===== src/rtl/fpmul_pkg.sv =====
// Shared constants, types and helpers for the APB single-precision multiplier.
package fpmul_pkg;

  localparam int unsigned EXP_W  = 8;
  localparam int unsigned MAN_W  = 23;
  localparam int unsigned SIG_W  = MAN_W + 1;
  localparam int unsigned PROD_W = 2 * SIG_W;
  localparam int unsigned XEXP_W = 10;
  localparam int unsigned ST_W   = 6;
  localparam int unsigned OFF_W  = 3;

  localparam logic [XEXP_W-1:0] BIAS = 10'd127;

  // Word offsets (paddr[4:2])
  localparam logic [OFF_W-1:0] OFF_OPA  = 3'd0;
  localparam logic [OFF_W-1:0] OFF_OPB  = 3'd1;
  localparam logic [OFF_W-1:0] OFF_CTRL = 3'd2;
  localparam logic [OFF_W-1:0] OFF_STAT = 3'd3;
  localparam logic [OFF_W-1:0] OFF_RES  = 3'd4;

  // STATUS bit positions
  localparam int unsigned ST_BUSY = 0;
  localparam int unsigned ST_DONE = 1;
  localparam int unsigned ST_OVF  = 2;
  localparam int unsigned ST_UNF  = 3;
  localparam int unsigned ST_INV  = 4;
  localparam int unsigned ST_INX  = 5;

  localparam logic [31:0] QNAN = 32'h7FC0_0000;

  typedef struct packed {
    logic             sign;
    logic [EXP_W-1:0] exp;
    logic [MAN_W-1:0] man;
  } fp32_t;

  typedef enum logic [2:0] {
    S_IDLE, S_UNPACK, S_MUL, S_NORM, S_PACK
  } fsm_state_e;

  typedef enum logic [1:0] {
    CLS_NUM, CLS_ZERO, CLS_INF, CLS_NAN
  } op_class_e;

  // Subnormals are flushed to zero on input.
  function automatic op_class_e classify(input fp32_t f);
    if (f.exp == '0)      return CLS_ZERO;
    else if (&f.exp)      return (f.man == '0) ? CLS_INF : CLS_NAN;
    else                  return CLS_NUM;
  endfunction

endpackage


===== src/rtl/fpmul_core.sv =====
// Iterative single-precision multiplier: fixed-latency FSM, shift-add mantissa, RNE rounding.
module fpmul_core
  import fpmul_pkg::*;
#(
  parameter int unsigned MUL_CYC = 24
) (
  input  logic            clk,
  input  logic            rst_n,
  input  logic            start_i,
  input  fp32_t           op_a_i,
  input  fp32_t           op_b_i,
  output logic [ST_W-1:0] status_o,
  output logic [31:0]     result_o
);

  localparam int unsigned CNT_W = $clog2(MUL_CYC);
  localparam int unsigned LEAD  = PROD_W - 2;
  localparam int unsigned SUM_W = SIG_W + 1;

  fsm_state_e               state_q;
  op_class_e                class_q;
  logic [CNT_W-1:0]         cnt_q;
  logic                     sign_q;
  logic signed [XEXP_W-1:0] exp_q;
  logic [PROD_W-1:0]        mcand_q;
  logic [SIG_W-1:0]         mplier_q;
  logic [PROD_W-1:0]        prod_q;
  logic                     sticky_q;
  logic                     busy_q, done_q, ovf_q, unf_q, inv_q, inx_q;
  logic [31:0]              result_q;

  op_class_e                cls_a_c, cls_b_c, cls_c;
  logic [SIG_W-1:0]         man_c;
  logic                     g_c, r_c, s_c, rnd_up_c;
  logic [SUM_W-1:0]         sum_c;
  logic [MAN_W-1:0]         frac_c;
  logic signed [XEXP_W-1:0] exp_rnd_c;
  logic [31:0]              res_c;
  logic                     ovf_c, unf_c, inv_c, inx_c;

  // Operand classification; NaN and inf*0 dominate, then inf, then zero.
  always_comb begin
    cls_a_c = classify(op_a_i);
    cls_b_c = classify(op_b_i);
    cls_c   = CLS_NUM;
    if (cls_a_c == CLS_NAN || cls_b_c == CLS_NAN ||
        (cls_a_c == CLS_INF && cls_b_c == CLS_ZERO) ||
        (cls_a_c == CLS_ZERO && cls_b_c == CLS_INF))
      cls_c = CLS_NAN;
    else if (cls_a_c == CLS_INF || cls_b_c == CLS_INF)
      cls_c = CLS_INF;
    else if (cls_a_c == CLS_ZERO || cls_b_c == CLS_ZERO)
      cls_c = CLS_ZERO;
  end

  // Round-to-nearest-even on the normalised product, then range check and packing.
  always_comb begin
    man_c     = prod_q[LEAD -: SIG_W];
    g_c       = prod_q[LEAD-SIG_W];
    r_c       = prod_q[LEAD-SIG_W-1];
    s_c       = (|prod_q[LEAD-SIG_W-2:0]) | sticky_q;
    rnd_up_c  = g_c & (r_c | s_c | man_c[0]);
    sum_c     = {1'b0, man_c} + SUM_W'(rnd_up_c);
    frac_c    = sum_c[SIG_W] ? sum_c[MAN_W:1] : sum_c[MAN_W-1:0];
    exp_rnd_c = exp_q + XEXP_W'(sum_c[SIG_W]);
    res_c     = '0;
    ovf_c     = 1'b0;
    unf_c     = 1'b0;
    inv_c     = 1'b0;
    inx_c     = 1'b0;
    case (class_q)
      CLS_NAN: begin
        res_c = QNAN;
        inv_c = 1'b1;
      end
      CLS_INF:  res_c = {sign_q, {EXP_W{1'b1}}, {MAN_W{1'b0}}};
      CLS_ZERO: res_c = {sign_q, 31'd0};
      default: begin
        if (exp_rnd_c >= 10'sd255) begin
          res_c = {sign_q, {EXP_W{1'b1}}, {MAN_W{1'b0}}};
          ovf_c = 1'b1;
          inx_c = 1'b1;
        end else if (exp_rnd_c <= 10'sd0) begin
          res_c = {sign_q, 31'd0};
          unf_c = 1'b1;
          inx_c = g_c | r_c | s_c;
        end else begin
          res_c = {sign_q, exp_rnd_c[EXP_W-1:0], frac_c};
          inx_c = g_c | r_c | s_c;
        end
      end
    endcase
  end

  // Sequencer and datapath registers: IDLE -> UNPACK -> MUL x MUL_CYC -> NORM -> PACK.
  always_ff @(posedge clk or negedge rst_n) begin
    if (!rst_n) begin
      state_q  <= S_IDLE;
      class_q  <= CLS_NUM;
      cnt_q    <= '0;
      sign_q   <= 1'b0;
      exp_q    <= '0;
      mcand_q  <= '0;
      mplier_q <= '0;
      prod_q   <= '0;
      sticky_q <= 1'b0;
      busy_q   <= 1'b0;
      done_q   <= 1'b0;
      ovf_q    <= 1'b0;
      unf_q    <= 1'b0;
      inv_q    <= 1'b0;
      inx_q    <= 1'b0;
      result_q <= '0;
    end else begin
      case (state_q)
        S_IDLE: begin
          if (start_i) begin
            busy_q  <= 1'b1;
            done_q  <= 1'b0;
            ovf_q   <= 1'b0;
            unf_q   <= 1'b0;
            inv_q   <= 1'b0;
            inx_q   <= 1'b0;
            state_q <= S_UNPACK;
          end
        end
        S_UNPACK: begin
          class_q  <= cls_c;
          sign_q   <= op_a_i.sign ^ op_b_i.sign;
          exp_q    <= XEXP_W'(op_a_i.exp) + XEXP_W'(op_b_i.exp) - BIAS;
          mcand_q  <= PROD_W'({1'b1, op_a_i.man});
          mplier_q <= {1'b1, op_b_i.man};
          prod_q   <= '0;
          sticky_q <= 1'b0;
          cnt_q    <= '0;
          state_q  <= S_MUL;
        end
        S_MUL: begin
          if (mplier_q[0]) prod_q <= prod_q + mcand_q;
          mcand_q  <= mcand_q << 1;
          mplier_q <= mplier_q >> 1;
          if (cnt_q == CNT_W'(MUL_CYC - 1)) state_q <= S_NORM;
          else                              cnt_q   <= cnt_q + CNT_W'(1);
        end
        S_NORM: begin
          if (prod_q[PROD_W-1]) begin
            prod_q   <= prod_q >> 1;
            sticky_q <= prod_q[0];
            exp_q    <= exp_q + 10'sd1;
          end
          state_q <= S_PACK;
        end
        S_PACK: begin
          result_q <= res_c;
          ovf_q    <= ovf_c;
          unf_q    <= unf_c;
          inv_q    <= inv_c;
          inx_q    <= inx_c;
          done_q   <= 1'b1;
          busy_q   <= 1'b0;
          state_q  <= S_IDLE;
        end
        default: state_q <= S_IDLE;
      endcase
    end
  end

  assign status_o = {inx_q, inv_q, unf_q, ovf_q, done_q, busy_q};
  assign result_o = result_q;

endmodule


===== src/rtl/fpmul_apb_slave.sv =====
// APB slave front-end for fpmul_core: register decode, operand registers, readback.
// Build option FPMUL_AUTOSTART_EN: an accepted OP_B write also starts an operation.
module fpmul_apb_slave
  import fpmul_pkg::*;
#(
  parameter int unsigned ADDR_W  = 32,
  parameter int unsigned LATENCY = 27
) (
  input  logic              pclk,
  input  logic              presetn,
  input  logic [ADDR_W-1:0] paddr,
  input  logic              psel,
  input  logic              penable,
  input  logic              pwrite,
  input  logic [31:0]       pwdata,
  output logic              pready,
  output logic [31:0]       prdata
);

  fp32_t            op_a_q, op_b_q;
  logic [31:0]      prdata_q;
  logic [ST_W-1:0]  status_c;
  logic [31:0]      result_c;
  logic [OFF_W-1:0] off_c;
  logic             wr_ok_c, rd_setup_c, start_c;
  logic [31:0]      rdata_c;
  logic             unused_addr_c;

  assign off_c         = paddr[4:2];
  assign unused_addr_c = ^{paddr[ADDR_W-1:5], paddr[1:0]};
  assign wr_ok_c       = psel & penable & pwrite & ~status_c[ST_BUSY];
  assign rd_setup_c    = psel & ~penable & ~pwrite;

`ifdef FPMUL_AUTOSTART_EN
  assign start_c = wr_ok_c & (((off_c == OFF_CTRL) & pwdata[0]) | (off_c == OFF_OPB));
`else
  assign start_c = wr_ok_c & (off_c == OFF_CTRL) & pwdata[0];
`endif

  // Readback mux; CTRL and unmapped offsets read as zero.
  always_comb begin
    rdata_c = '0;
    case (off_c)
      OFF_OPA:  rdata_c = op_a_q;
      OFF_OPB:  rdata_c = op_b_q;
      OFF_STAT: rdata_c = 32'(status_c);
      OFF_RES:  rdata_c = result_c;
      default:  rdata_c = '0;
    endcase
  end

  // Operand writes (blocked while busy) and setup-phase read capture.
  always_ff @(posedge pclk or negedge presetn) begin
    if (!presetn) begin
      op_a_q   <= '0;
      op_b_q   <= '0;
      prdata_q <= '0;
    end else begin
      if (wr_ok_c && off_c == OFF_OPA) op_a_q <= fp32_t'(pwdata);
      if (wr_ok_c && off_c == OFF_OPB) op_b_q <= fp32_t'(pwdata);
      if (rd_setup_c)                  prdata_q <= rdata_c;
    end
  end

  fpmul_core #(
    .MUL_CYC (LATENCY - 3)
  ) u_core (
    .clk      (pclk),
    .rst_n    (presetn),
    .start_i  (start_c),
    .op_a_i   (op_a_q),
    .op_b_i   (op_b_q),
    .status_o (status_c),
    .result_o (result_c)
  );

  assign pready = 1'b1;
  assign prdata = prdata_q;

endmodule


===== config.mk =====
export PLATFORM = sky130hd
export DESIGN_NAME = fpmul_apb_slave
export DESIGN_NICKNAME = d
export VERILOG_FILES = /design/src/rtl/fpmul_pkg.sv /design/src/rtl/fpmul_core.sv /design/src/rtl/fpmul_apb_slave.sv
export SDC_FILE = /design/constraint.sdc
export NUM_CORES = 1
export LEC_CHECK = 0
export CAP_MARGIN = 10
export CORE_ASPECT_RATIO = 1.75
export CORE_MARGIN = 4
export CORE_UTILIZATION = 45
export CTS_CLUSTER_SIZE = 20
export DETAILED_ROUTE_END_ITERATION = 7
export PLACE_DENSITY = 0.69
export SYNTH_ARGS = -nofsm -noshare
export SYNTH_HDL_FRONTEND = slang
export SYNTH_SLANG_ARGS = --single-unit

===== constraint.sdc =====
create_clock -name pclk -period 9.77 [get_ports pclk]
set_input_delay 1.4655 -clock pclk [delete_from_list [all_inputs] [get_ports pclk]]
set_output_delay 1.4655 -clock pclk [all_outputs]
set_load 0.01 [all_outputs]

# Word-level counts from Yosys, hierarchy flattened

Index checks and enable logic that the tools add are counted.

Flip-flop bits (word level): 276
Input port bits: 69
Output and inout port bits: 33
Word-level logic and storage cells: 146

Add/sub/neg operators: 7
Magnitude comparators: 2
Eq/ne operators: 23
Muxes and demuxes: 44
Bitwise operators: 17
Reductions and logical operators: 29

Operators by type and width:

| cell                    | number |
|---|---|
| $pmux W48 S3            | 1 |
| $pmux W32 S4            | 1 |
| $pmux W32 S3            | 1 |
| $pmux W48 S2            | 1 |
| $mux W31                | 2 |
| $add A48 B48 Y48        | 1 |
| $mux W48                | 1 |
| $pmux W24 S2            | 1 |
| $mux W47                | 1 |
| $logic_not A23 Y1       | 2 |
| $add A24 B1 Y25         | 1 |
| $mux W23                | 1 |
| $reduce_or A21 Y1       | 1 |
| $pmux W10 S2            | 1 |
| $logic_not A8 Y1        | 2 |
| $reduce_and A8 Y1       | 2 |
| $mux W1                 | 14 |
| $pmux W1 S2             | 7 |
| $eq A2 B2 Y1 const B    | 6 |
| $eq A3 B2 Y1 const B    | 4 |
| $mux W2                 | 6 |
| $pmux W3 S4             | 1 |
| $add A10 B1 Y10         | 1 |
| $add A10 B2 Y10 const B | 1 |
| 27 further kinds        | 62 |

# Longest topological paths before layout

Gate-level depths: netlist of the first run.

Word-level depth: 12
Gate-level depth with buffers: 21
Gate-level depth less buffers: 21

# Cells and area by module

Synthesis of the first run repeated with hierarchy kept, for this count alone.

Cell total of the unflattened synthesis: 1,596
Area total of the unflattened synthesis: 15,851.5 µm²

By module, submodules not included:

| module          | times used | cells an instance | area an instance (µm²) | sequential area each (µm²) |
|---|---|---|---|---|
| fpmul_core      | 1          | 1,294             | 11,462.2               | 4,504.3 |
| fpmul_apb_slave | 1          | 302               | 4,389.2                | 2,402.3 |

# Worst setup path after synthesis of the first run

OpenSTA, ideal clock, no wires.

Path kind: reg-to-reg
From: register u_core.prod_q[22]
To: register u_core.result_q[0], in the netlist u_core.result_o[0]
Setup time: 0.066 ns
Arrival time: 3.968 ns
Required time: 9.704 ns
Setup slack: 5.736 ns
Cell stages (with the launch flop): 22
Buffers on the path: 1
Period minus slack after synthesis: 4.034 ns
Cell sequence: dfrtp_1 > and2_1 > ha_1 > and3_1 > and3_1 > and2_1 > and3_1 > inv_1 > nor2_1 > and3_1 > ha_1 > ha_1 > nand2_1 > nor2_1 > xnor2_1 > nor3_1 > a31oi_1 > nor4_1 > o21ai_0 > and3_1 > clkbuf_1 > a22o_1

Word-level cells in the longest chain between the ends: 7
Elaborated cells on any way between the ends: 9
Classes of those cells: add/sub: 2; order compare: 2; mux: 4; bitwise: 1

Ends and longest elaborated chain:

| item                     | RTL line          | source |
|---|---|---|
| start: declaration       | fpmul_core.sv:27  | `logic [PROD_W-1:0] prod_q;` |
| start signal: assignment | fpmul_core.sv:139 | `if (mplier_q[0]) prod_q <= prod_q + mcand_q;` |
| start signal: assignment | fpmul_core.sv:147 | `prod_q <= prod_q >> 1;` |
| $and A1 B1 Y1 (*)        | fpmul_core.sv:62  | `rnd_up_c = g_c & (r_c \| s_c \| man_c[0]);` |
| $add A24 B1 Y25 (*)      | fpmul_core.sv:63  | `sum_c = {1'b0, man_c} + SUM_W'(rnd_up_c);` |
| $add A10 B1 Y10          | fpmul_core.sv:65  | `exp_rnd_c = exp_q + XEXP_W'(sum_c[SIG_W]);` |
| $le A10 B1 Y1            | fpmul_core.sv:83  | `end else if (exp_rnd_c <= 10'sd0) begin` |
| $mux W31                 | fpmul_core.sv:83  |  |
| $mux W31 (*)             | fpmul_core.sv:79  | `if (exp_rnd_c >= 10'sd255) begin` |
| $pmux W32 S3 (*)         | fpmul_core.sv:71  | `case (class_q)` |
| end signal: assignment   | fpmul_core.sv:154 | `result_q <= res_c;` |
| end: declaration         | fpmul_core.sv:30  | `logic [31:0] result_q;` |

Mark *: on every way between the ends. The rest lies on a longest branch, timed or not.
A chain may end at the register's enable or synchronous reset.

# Final worst setup path of the first run

From: register u_core.prod_q[22]
To: register u_core.result_q[21], in the netlist u_core.result_o[21]

The elaborated chain is that of the path after synthesis.

==> flow_summary.ini, run 1 <==
[outcome]
status = finished, final reports clean

[setup_path]
worstRegToRegCells = 19
critPathArrivalTime_ns = 5.19
cp.required_ns = 10.23
crit_buf_inv = 1
crit_family = simple AND/OR/NAND/NOR gates
cp-startpoint = u_core.prod_q[22]
crit_chain = and2_1, ha_1, and3_1, and3_1, and2_1, and3_1, inv_1, nor2_1, and3_1, ha_1, ha_1, nand2_1, nor3_1, nor4_1, a31oi_1, o31a_1, and3_1, nand2_1, o21ai_0
critical_path.max_stage_delay_ns = 0.50
worst_path_max_delay_cell = and3_1
reg2reg_slack_ns = 5.04
cp_max_fo = 13
critPathLaunchType = flop
cp_common_cell = and3_1
r2r-start = u_core.prod_q[22]
cp-end-kind = flop
rr_endpoint = u_core.result_o[21]
path_class = reg2reg

[clock_tree]
htreeDepth = 1
cts-resized-gates = 0
clk-insertion-delay-late_ns = 0.55
cts_setup_buffers = 0
cts.clk_slew.worst_paths_ns = 0.07
cts_buffers = 26
clock_path_buffers = 3
tritoncts = built
cts_root_buf = clkbuf_16
ctsHoldBuffers = 0
clkSinkCount = 276

[placement]
hpwlAfterDp_um = 32000
dpl_cell_area_um2 = 16810
port_buffers = 71
globalplace.congestion = 0.9330

[power]
pwr-share-seq_pct = 39.0
p_total_uw = 4654
p_comb_share_pct = 37.0
leakage_uw = 0.007873
p_int_uw = 2792
p_sw_uw = 1862
swShare_pct = 40.01
clock_power_share_pct = 24.1
max-vdd-ir-drop_uv = 193.2
power-per-cell-area_nw_per_um2 = 262.2

[logic_synthesis]
synthAdderAreaFrac_pct = 5.080
syn_area_um2 = 15810
syn_nets = 1817
synth_async_sr_flop_share_pct = 100.0
synth_edf_count = 0
yosysWarnings = 0
syn_area_per_cell_um2 = 9.384
synth.distinct_cells = 74
yosysMostFrequentCell = dfrtp_1
synth_top_family_by_area = compound AO/OA/AOI/OAI gates
synth_compound_area_share_pct = 20.78
synth_top_area_share_pct = 43.68
synth_common_cells = dfrtp_1 (276), nand2_1 (254), o21ai_0 (142), nor2_1 (99), a21oi_1 (84)
seq_area_frac_synth_pct = 43.68
synth_flop_cell = dfrtp_1
yosys.area_share.simple_pct = 15.02
synth_seq_cells = 276
yosys.area.top_type = dfrtp_1
synthXorXnorAreaFrac_pct = 4.763
syn-instance-count = 1685
ys_top_cells_by_area = dfrtp_1 (44%), nand2_1 (6.0%), ha_1 (4.8%)
synthMuxAreaShare_pct = 7.106

[sta]
slew_headroom_pct = 32.94
period_needed_ns = 4.732
fin_crit_sh_pct = 48.43
tightest_slew_ns = 1.006
setup_viol_count_final = 0
hold_viol = 0
clock_skew_ns = 0.01593
maxSlewViolCount = 0
rsz0062_at_grt = no
tns_ns = 0
clock.fmax_mhz = 211.3

[grt]
grt_overflow = 0
grt.total_usage_pct = 22.27
grt_max_degree = 179
grt_pass1_wl_um = 69110
antenna_found_initial = 0
grt_pass1_vias = 12778

[run]
drv_cap = 0

[floorplanning]
row_count = 90
die_h_um = 256.0
ios = 102
initial_core_util_pct = 45.74
die-area_um2 = 38320
fp.dieW_um = 149.7
design.core.area_um2 = 34570

[final_layout]
final_layout_size_suffix_gt1_share_pct = 9.404
nets = 1824
diodes = 0
syn_to_final_growth_pct = 12.24
final_area_um2 = 17750

[routing]
routed_wl_um = 43440
vias = 12883
antenna_left = 0
drc = 0
viasPerCell = 5.931
first_pass_iters = 5
drtIter0Drc = 765
wire_per_inst_um = 20.00

[hold_path]
whs_path_depth = 2
min_path_type = reg2reg
hold_path.startpoint = u_core.result_o[31]
hold_end = u_core.result_o[31]
metrics by stage:
step                setup slack [ns]  hold WS, ns  util (%)  cells
finish                         5.038       0.4859     51.34   2172
global route                   4.552       0.5107     51.34   2172
CTS                            5.092       0.4853     51.34   2172
detailed placement             5.107       0.4697     48.62   2124
global placement               5.202       0.4607     48.62   2124
floorplan                      5.736       0.4386         -   1685
registers in the layout (all words and copies together), names as in the netlist, 3 cells and up:
name / flops
prdata: 32
u_core.exp_q: 10
u_core.cnt_q: 5
u_core.prod_q: 48
op_a_q: 32
op_b_q: 32
u_core.mcand_q: 48
u_core.state_q: 3
u_core.mplier_q: 24
u_core.result_o: 32
power by group through the flow:
stage | combinational (uW) | sequential, uW | clock [uW]
floorplan | 1330 | 1680 | 0
global placement | 1680 | 1820 | 0
detailed placement | 1720 | 1820 | 0
CTS | 1730 | 1800 | 1140
global route | 1920 | 1860 | 1180
finish | 1720 | 1810 | 1120
area by class of cell:
type,count,area (um2)
multi-input cells,1275,8384
flip-flops and latches,276,6907
clock inverters,17,230.2
repair buffers,87,843.3
fillers,3196,16820
clock buffers,31,710.7
inverters,26,97.59
well taps,460,575.6
logic make-up after synthesis:
| logic type | after synthesis |
|---|---|
| other cells | 1 |
| mux | 104 |
| simple gates | 527 |
| buf+inv | 134 |
| xor+xnor | 86 |
| compound gates | 494 |
| fa+ha+maj | 63 |
| flops | 276 |
worst reg2reg max path, stage by stage, from the launching register on:
cell	delay (ns)
dfrtp_1	0.45
and2_1	0.20
ha_1	0.19
and3_1	0.19
and3_1	0.17
and2_1	0.21
and3_1	0.22
inv_1	0.05
nor2_1	0.27
and3_1	0.22
ha_1	0.16
ha_1	0.22
nand2_1	0.14
nor3_1	0.37
nor4_1	0.10
a31oi_1	0.16
o31a_1	0.29
and3_1	0.50
nand2_1	0.31
o21ai_0	0.24
how the worst max path moves through the flow:
stage	cells after the start	to	slack [ns]
final	19	u_core.result_o[21]	5.04
after global routing	22	u_core.result_o[21]	4.55
after CTS	19	u_core.result_o[21]	5.09
after detailed placement	19	u_core.result_o[21]	5.11
after global placement	19	u_core.result_o[5]	5.20
after floorplan	21	u_core.result_o[0]	5.74
cell usage in the layout (no fill, tap or decap), types with 27 or more instances in the layout:
master / synthesis / final
a21o_1: 27 / 27
a21oi_1: 84 / 84
a22o_1: 70 / 70
a22oi_1: 49 / 49
a31oi_1: 34 / 34
clkbuf_16: 0 / 27
clkdlybuf4s50_1: 0 / 69
dfrtp_1: 276 / 276
ha_1: 61 / 61
mux2_2: 66 / 66
mux2i_1: 38 / 38
nand2_1: 254 / 254
nand4_1: 33 / 33
nor2_1: 99 / 96
o21ai_0: 142 / 142
xnor2_1: 51 / 51
xor2_1: 35 / 35
per-layer routing:
metal / vias to the layer above / routed length [um] / part of all wire, % / global-route usage (%)
met1: 6345 / 16780 / 39 / 26.03
met3: 104 / 1418 / 3.3 / 1.577
li1: 6139 / - / - / -
met4: 0 / 2392 / 5.5 / 11.12
met2: 295 / 22850 / 53 / 40.50
met5: - / 0 / 0 / 0
No activity file was read; power rests on OpenSTA's default activity.
==> inputs of run 2 (changes only) <==
--- a/config.mk
+++ b/config.mk
@@ -11,7 +11,7 @@
 export CORE_UTILIZATION = 45
 export CTS_CLUSTER_SIZE = 20
 export DETAILED_ROUTE_END_ITERATION = 7
-export PLACE_DENSITY = 0.69
+export PLACE_DENSITY = 0.72
 export SYNTH_ARGS = -nofsm -noshare
 export SYNTH_HDL_FRONTEND = slang
 export SYNTH_SLANG_ARGS = --single-unit
==> constraint.sdc (replaced) <==
create_clock -name pclk -period 3.9 [get_ports pclk]
set_input_delay 0.585 -clock pclk [delete_from_list [all_inputs] [get_ports pclk]]
set_output_delay 0.585 -clock pclk [all_outputs]
set_load 0.01 [all_outputs]
==> run 2 against run 1 <==
  * Clock-buffer cell count rose by 7
  * Power rose to 2.5 times the previous value
  * Utilization rose by 0.66 points
  * Critical path type unchanged
  * Routed wire length rose by 0.72%
  * Die area did not move
  * Non-clock buffer count rose by 24
==> flow_summary.ini, run 2 (synthesis gave the netlist of run 1 again) <==
[clock_tree]
clock_path_buffers = 3
clk-insertion-delay-late_ns = 0.55
cts_buffers = 27
cts.clk_slew.worst_paths_ns = 0.06
htreeDepth = 1
cts_root_buf = clkbuf_16
ctsHoldBuffers = 0
clkSinkCount = 276
tritoncts = built

[sta]
fin_crit_sh_pct = 93.56
period_needed_ns = 3.649
clock.fmax_mhz = 274.1
hold_viol = 0
clock_skew_ns = 0.01689
setup_ws_ns = 0.2513
rsz0062_at_grt = no
maxSlewViolCount = 0
tightest_slew_ns = 0.9407
slew_headroom_pct = 37.29
setup_viol_count_final = 0
tns_ns = 0
hold_slack_ns = 0.07912

[floorplanning]
design.core.area_um2 = 34570
initial_core_util_pct = 45.74
die_h_um = 256.0
ios = 102
row_count = 90
fp.dieW_um = 149.7
die-area_um2 = 38320

[final_layout]
final_area_um2 = 17980
top_regs = u_core.mcand_q: 48 flops, u_core.prod_q: 48 flops
layout_commonest_cell = dfrtp_1
diodes = 0
syn_to_final_growth_pct = 13.69
fin_util_pct = 52.00
nets = 1849
most-common-layout-cells = dfrtp_1 (276), nand2_1 (252), o21ai_0 (141), nor2_1 (94), a21oi_1 (84)
final_layout_size_suffix_gt1_share_pct = 11.37
fillers = 3133

[grt]
antenna_found_initial = 0
grt_pass1_wl_um = 69410
grt.total_usage_pct = 22.43
grt_pass1_vias = 13028
grt_overflow = 0
grt_max_degree = 115

[routing]
viasPerCell = 5.897
wire_per_inst_um = 19.95
routed_wl_um = 43760
vias = 12932
drc = 0
drtIter0Drc = 842
antenna_left = 0
first_pass_iters = 6

[power]
max-vdd-ir-drop_uv = 430.6
power-per-cell-area_nw_per_um2 = 648.8
leakage_uw = 0.007982

[setup_path]
path_class = reg2reg
critPathArrivalTime_ns = 4.08
reg2reg_slack_ns = 0.25
critPathLaunchType = flop
cp-end-kind = flop
cp.required_ns = 4.33
cp_max_fo = 11

[placement]
port_buffers = 71
place_ws_ns = 0.01744
globalplace.congestion = 0.9471
hpwlAfterDp_um = 32780
dpl_cell_area_um2 = 16980

[run]
drv_cap = 0

[outcome]
status = finished, final reports clean

[hold_path]
min_path_type = in2async
run 2: path summary, 6_finish.rpt:
check,start,endpoint,cells after the start
min in group pclk,u_core.result_o[31],u_core.result_o[31],2
min,presetn,op_b_q[13],1
max in group asynchronous,presetn,u_core.mcand_q[32],2
max reg2reg,u_core.prod_q[22],u_core.result_o[1],21
max,u_core.prod_q[22],u_core.result_o[1],21
min reg2reg,u_core.result_o[31],u_core.result_o[31],2
run 2: through the flow:
step,cells,power (uW)
global route,2193,12410
finish,2193,11660
global placement,2147,8800
floorplan,1685,7544
CTS,2192,11650
detailed placement,2147,8906
run 2: where the power goes:
group          switching (uW)  internal, uW  total, uW
clock network            1140          1590       2730
logic                    2610          1780       4380
registers                 904          3640       4550
run 2: final cells by class:
cell class | instances | area [um2] | share of cell area (%)
well taps | 460 | 575.6 | 3.202
flip-flops and latches | 276 | 6907 | 38.42
clock inverters | 7 | 117.6 | 0.6542
inverters | 26 | 97.59 | 0.5429
multi-input cells | 1275 | 8466 | 47.09
repair buffers | 111 | 1027 | 5.714
clock buffers | 38 | 787.0 | 4.378
run 2: timing repair:
action                                  4_1_cts  5_1_grt
gates resized for setup                       1       20
pin swaps                                     0        5
endpoints found under the setup margin        1       31
buffers inserted                              0        1
hold endpoints to repair                      0        0
run 2: routing by layer:
metal,global-route usage (%),vias to the layer above,wire (um)
li1,-,6181,-
met1,25.53,6336,16970
met2,40.89,296,22760
met3,1.577,119,1350
met4,12.57,0,2680
met5,0,-,0
run 2: worst max-delay path, stage by stage (launching register included):
cell,delay [ns]
dfrtp_1,0.35
and2_4,0.15
ha_2,0.18
and3_4,0.19
and3_4,0.18
and2_4,0.14
and3_4,0.19
inv_1,0.05
nor2_2,0.11
and3_1,0.16
ha_2,0.20
ha_4,0.15
nand2_4,0.08
nor2_4,0.12
xnor2_1,0.07
nor3_1,0.18
a31oi_1,0.07
nor4_2,0.25
o21ai_1,0.11
and3_4,0.21
buf_6,0.14
a32o_1,0.24
